$ cat config.mk
export PLATFORM = sky130hd
export DESIGN_NAME = usb_crc_engine
export DESIGN_NICKNAME = d
export VERILOG_FILES = /design/src/rtl/usb_crc_engine.sv
export SDC_FILE = /design/constraint.sdc
export NUM_CORES = 1
export LEC_CHECK = 0
export ABC_AREA = 1
export CAP_MARGIN = 30
export CORE_AREA = 5 5 74 76
export DETAILED_ROUTE_END_ITERATION = 12
export DIE_AREA = 0 0 79 81
export HOLD_SLACK_MARGIN = 0.05
export PLACE_DENSITY_LB_ADDON = 0.3
export SLEW_MARGIN = 25
export SYNTH_ARGS = -nofsm -noshare
export SYNTH_HDL_FRONTEND = slang
export SYNTH_SLANG_ARGS = --single-unit
$ cat constraint.sdc
create_clock -name clk -period 1.9 [get_ports clk]
set_clock_uncertainty 0.2 [all_clocks]
set_input_delay 0.475 -clock clk [delete_from_list [all_inputs] [get_ports clk]]
set_output_delay 0.475 -clock clk [all_outputs]
set_load 0.02 [all_outputs]
$ cat src/rtl/usb_crc_engine.sv
// Serial USB CRC5/CRC16 engine: checks the RX residue and emits the
// inverted CRC field MSb-first on TX. Ports: clk, n_rst, crc_clear,
// crc_sel, shift_enable, d_orig, gen_start, tx_ready -> tx_bit,
// tx_valid, tx_done, crc_ok, crc_value[15:0], mode.
module usb_crc_engine #(
  parameter logic [4:0]  POLY5  = 5'h05,
  parameter logic [4:0]  RES5   = 5'h0C,
  parameter logic [15:0] POLY16 = 16'h8005,
  parameter logic [15:0] RES16  = 16'h800D
) (
  input  logic        clk,
  input  logic        n_rst,
  input  logic        crc_clear,
  input  logic        crc_sel,
  input  logic        shift_enable,
  input  logic        d_orig,
  input  logic        gen_start,
  input  logic        tx_ready,
  output logic        tx_bit,
  output logic        tx_valid,
  output logic        tx_done,
  output logic        crc_ok,
  output logic [15:0] crc_value,
  output logic        mode
);

  typedef enum logic {
    ACCUM = 1'b0,
    SEND  = 1'b1
  } state_t;

  state_t      r_state;
  state_t      w_state_n;
  logic [15:0] r_q;
  logic [15:0] w_q_n;
  logic [3:0]  r_cnt;
  logic [3:0]  w_cnt_n;
  logic        r_mode;
  logic        w_mode_n;
  logic        r_done;
  logic        w_done_n;

  logic [15:0] w_mask;
  logic [15:0] w_poly;
  logic [15:0] w_shl;
  logic [3:0]  w_last;
  logic        w_msb;
  logic        w_fb;

  // Mask doubles as the INIT value: all ones over the active width.
  assign w_mask = r_mode ? 16'hFFFF : 16'h001F;
  assign w_poly = r_mode ? POLY16 : {11'd0, POLY5};
  assign w_msb  = r_mode ? r_q[15] : r_q[4];
  assign w_last = r_mode ? 4'd15 : 4'd4;
  assign w_shl  = {r_q[14:0], 1'b0} & w_mask;
  assign w_fb   = d_orig ^ w_msb;

  always_ff @(posedge clk or negedge n_rst) begin
    if (!n_rst) begin
      r_state <= ACCUM;
      r_q     <= 16'h001F;
      r_cnt   <= 4'd0;
      r_mode  <= 1'b0;
      r_done  <= 1'b0;
    end else begin
      r_state <= w_state_n;
      r_q     <= w_q_n;
      r_cnt   <= w_cnt_n;
      r_mode  <= w_mode_n;
      r_done  <= w_done_n;
    end
  end

  always_comb begin
    w_state_n = r_state;
    w_q_n     = r_q;
    w_cnt_n   = r_cnt;
    w_mode_n  = r_mode;
    w_done_n  = 1'b0;
    if (crc_clear) begin
      w_q_n     = crc_sel ? 16'hFFFF : 16'h001F;
      w_mode_n  = crc_sel;
      w_state_n = ACCUM;
      w_cnt_n   = 4'd0;
    end else begin
      case (r_state)
        ACCUM: begin
          // A shift in the gen_start cycle lands first, so SEND
          // emits the fully updated register.
          if (shift_enable)
            w_q_n = w_shl ^ (w_fb ? w_poly : 16'h0000);
          if (gen_start) begin
            w_state_n = SEND;
            w_cnt_n   = 4'd0;
          end
        end
        SEND: begin
          if (tx_ready) begin
            if (r_cnt == w_last) begin
              w_state_n = ACCUM;
              w_q_n     = w_mask;
              w_cnt_n   = 4'd0;
              w_done_n  = 1'b1;
            end else begin
              w_q_n   = w_shl;
              w_cnt_n = r_cnt + 4'd1;
            end
          end
        end
        default: w_state_n = ACCUM;
      endcase
    end
  end

  assign tx_valid  = (r_state == SEND);
  assign tx_bit    = (r_state == SEND) ? ~w_msb : 1'b0;
  assign tx_done   = r_done;
  assign crc_value = r_q;
  assign mode      = r_mode;

  always_comb begin
    crc_ok = 1'b0;
    if (r_state == ACCUM)
      crc_ok = r_mode ? (r_q == RES16) : (r_q[4:0] == RES5);
  end

endmodule
==> results of run 1 <==
==> timing repair <==
| item | 4_1_cts | 5_1_grt |
|---|---|---|
| pin swaps | 3 | 3 |
| buffers inserted | 0 | 1 |
| gates resized for setup | 45 | 16 |
| setup endpoints to repair | 21 | 12 |
==> through the flow <==
step | power [mW] | utilization (%)
after detailed placement | 1.02 | 36.8
after CTS | 1.34 | 37.7
final | 1.32 | 38.2
after floorplan | 0.784 | -
after global placement | 1.02 | 36.8
after global routing | 1.41 | 38.2
==> cell families (layout without fill, tap and decap cells) <==
group,count (synthesis),count (layout)
buffers and inverters,24,86
AOI/OAI and AO/OA,31,31
DFF,23,23
adders and majority gates,1,1
xor gates and xnor gates,1,1
and+or+nand+nor,62,62
==> worst max path at each step <==
stage                      start  endpoint  slack, ns
floorplan                   mode    crc_ok       0.02
global placement    crc_value[9]    crc_ok      -0.43
detailed placement  crc_value[9]    crc_ok      -0.42
CTS                 crc_value[6]    crc_ok      -0.24
global route        crc_value[9]    crc_ok      -0.31
finish              crc_value[9]    crc_ok      -0.21
==> Yosys cell counts <==
cell	instances	share of area, %
inv_4	1	0.55
dfstp_2	5	12
inv_1	21	6.9
o21ai_0	12	5.3
nand3_1	11	4.8
o21ai_1	4	1.8
nand2_2	1	0.55
o211ai_1	1	0.66
nor2_1	11	3.6
ha_1	1	1.1
nand2_1	31	10
nand4_1	2	1.1
buf_6	1	0.99
o22ai_1	5	2.7
dfrtp_1	18	40
nor2_2	1	0.55
inv_2	1	0.33
or2_1	1	0.55
a21oi_1	8	3.5
xor2_1	1	0.77
nor4_1	1	0.55
nand3_2	1	0.88
a211oi_1	1	0.66
nor3_1	2	0.88
==> flip-flops by register name, summed over array words and instances (netlist names) <==
| register | flops |
|---|---|
| crc_value | 16 |
| r_cnt | 4 |
| mode | 1 |
| tx_done | 1 |
| tx_valid | 1 |
==> power breakdown <==
| part | internal, mW | total (mW) | switching, mW | leakage, nW |
|---|---|---|---|---|
| Sequential | 0.547 | 0.592 | 0.0444 | 0.291 |
| Clock | 0.149 | 0.318 | 0.169 | 0.0217 |
| Combinational | 0.190 | 0.411 | 0.221 | 0.615 |
| Total | 0.886 | 1.32 | 0.435 | 0.927 |
==> metal layers <==
layer / vias up / wire length (microns)
met5: - / 0
li1: 592 / -
met4: 0 / 48
met2: 23 / 1520
met1: 528 / 1470
met3: 5 / 91
==> final cells by class <==
class	count	area (sq um)
fillers	474	2880
flip-flops and latches	23	582
multi-input cells	95	502
repair buffers	59	493
inverters	23	88.8
well taps	54	67.6
clock buffers	3	41.3
clock inverters	1	7.51
==> summary.md, run 1 <==
| Metric | Value |
|---|---|
| RSZ-0062 raised after global routing | yes |
| Critical Path Stages | 4 |
| Final period util | 111% |
| CTS H-Tree Depth | 1 |
| Slowest-stage cell, CP | dfrtp_1 |
| VDD IR max | between 400 and 500 uV |
| Clk sinks | 23 |
| Core area | 4660 sq um |
| Status | complete, but fails checks |
| Final wirelength | approximately 3100 microns |
| R2R cell count | 11 |
| Setup TNS Final | -0.211 ns |
| Finished Cell Area | between 1500 and 2000 sq um |
| Post-layout min period | between 2 and 2.5 ns |
| Largest family of logic cells by synthesized area | simple AND/OR/NAND/NOR gates |
| Total grt overflow | 0 |
| Area after DPL | ~1700 sq um |
| Register area share after synthesis | 51.0% |
| Failing checks | setup timing |
| GR peak layer | met2 |
| Setup CP Type | register to primary output |
| Antenna cell count | 0 |
| Placed cells | 254 |
| Max Fclk | about 0.47 GHz |
| Die width | ~80 microns |
| Setup ws final | -0.211 ns |
| Max-cap violations | 0 |
| Simple-gate area share of the yosys netlist | 23.7% |
| CP cell instances | nor4_4, nand3_1, a21oi_2, buf_6 |
| Most frequent cells in the layout | 30 x nand2_1, 28 x buf_4, 19 x inv_1 |
| Cell Rows | 25 |
| Unique masters post-synth | 24 |
| Cells after Synth | 142 |
| Initial antenna violation count | 0 |
| Synthesized area per cell | 8.03 sq um |
| Worst endpoint data arrival time | 1.44 ns |
| Fin. max-slew vios | 0 |
| Placer Congestion | 0.767 |
| Hold_ws | about 0.35 ns |
| Met3 Resource Use GR | under 10% |
| Vias in the first global route | roughly 1.2k |
| Post-CTS Hold Buffers | 0 |
| Cts bufs inserted | 3 |
| Root Buffer | clkbuf_8 |
| TritonCTS clock tree | done |
| Slew margin rel. | 79.1% |
| DR vias | about 1.1k |
| Pin count of the biggest net entering global routing | 24 |
| Buf/Inv on CP | 1 |
| Die H | just over 80 microns |
| R2R Path End | crc_value[2] |
| Leak | 0.927 nW |
| First-pass GRT wire length | 5460 microns |
| DR iter-0 viols | 35 |
| Nets | between 200 and 250 |
| Residual DRC | 0 |
| Syn nets | 151 |
| Num ports | 29 |
| Yosys warning count | 0 |
| Via/cell ratio | 4.45 |
| Delay-heaviest family, CP | simple AND/OR/NAND/NOR gates |
| Clk Latency, worst-skew pair | about 0.27 ns |
| CP startpoint kind | register |
| Post-synthesis adder-cell area fraction | around 1.1% |
| Compound-gate portion of the synthesized area | ~15% |
| Met2 global-route usage | 17.7% |
| Data required time at the worst endpoint | around 1.2 ns |
| Worst path max stage delay | between 0.4 and 0.5 ns |
| Multiplexer share of the synthesized area | 0% |
| XOR/XNOR Fraction of Synth Area | less than 1% |
| Worst r2r src | tx_valid |
| Full die area | ~6400 sq um |
| R2r setup slk | roughly 0.080 ns |
| Crit. End Element | primary output |
| Worst-path fanout max | 2 |
| Power per standard cell area | 741 nW/um^2 |
| CTS clk-pin slew, worst paths | 0.09 ns |
| Most common cell after layout, fill and taps aside | nand2_1 |
| Worst Hold Class | primary input to async pin |
| Pre-CTS setup slack | -0.416 ns |
| Hpwl dp | 2370 microns |
| Post-DR wirelength/cell | 12.2 microns |
| Count of final hold-check violations | 0 |
| Final setup vio count | 1 |
| FF+latch count, synth | 23 |
| Cell Area, Synth | 1140 sq um |
| Post-DRT Antenna Nets | 0 |
| Layout cells sized above 1 | a little under a third |
| Drt pass-1 iters | 4 |
| Port buffer count | 28 |
| Initial Util | about a quarter |
| Layout area overhead | 56.3% |
| Worst-margin pin slew | 0.313 ns |
| Clock Path Buffers | 2 |
| Met1 Usage GRT | 14.0% |
| GR Util All Layers | 10.7% |
| Post-route insts no fill | 258 |
(Power assumes the default switching activity.)
==> run 2: changes to the inputs <==
--- a/config.mk
+++ b/config.mk
@@ -8,6 +8,8 @@
 export ABC_AREA = 1
 export CAP_MARGIN = 30
 export CORE_AREA = 5 5 74 76
+export CTS_BUF_LIST = sky130_fd_sc_hd__clkbuf_2 sky130_fd_sc_hd__clkbuf_4 sky130_fd_sc_hd__clkbuf_8
+export CTS_CLUSTER_DIAMETER = 200
 export DETAILED_ROUTE_END_ITERATION = 12
 export DIE_AREA = 0 0 79 81
 export HOLD_SLACK_MARGIN = 0.05
==> results of run 2 <==
Same layout as run 1: the final DEF is identical, and so are final timing and power.
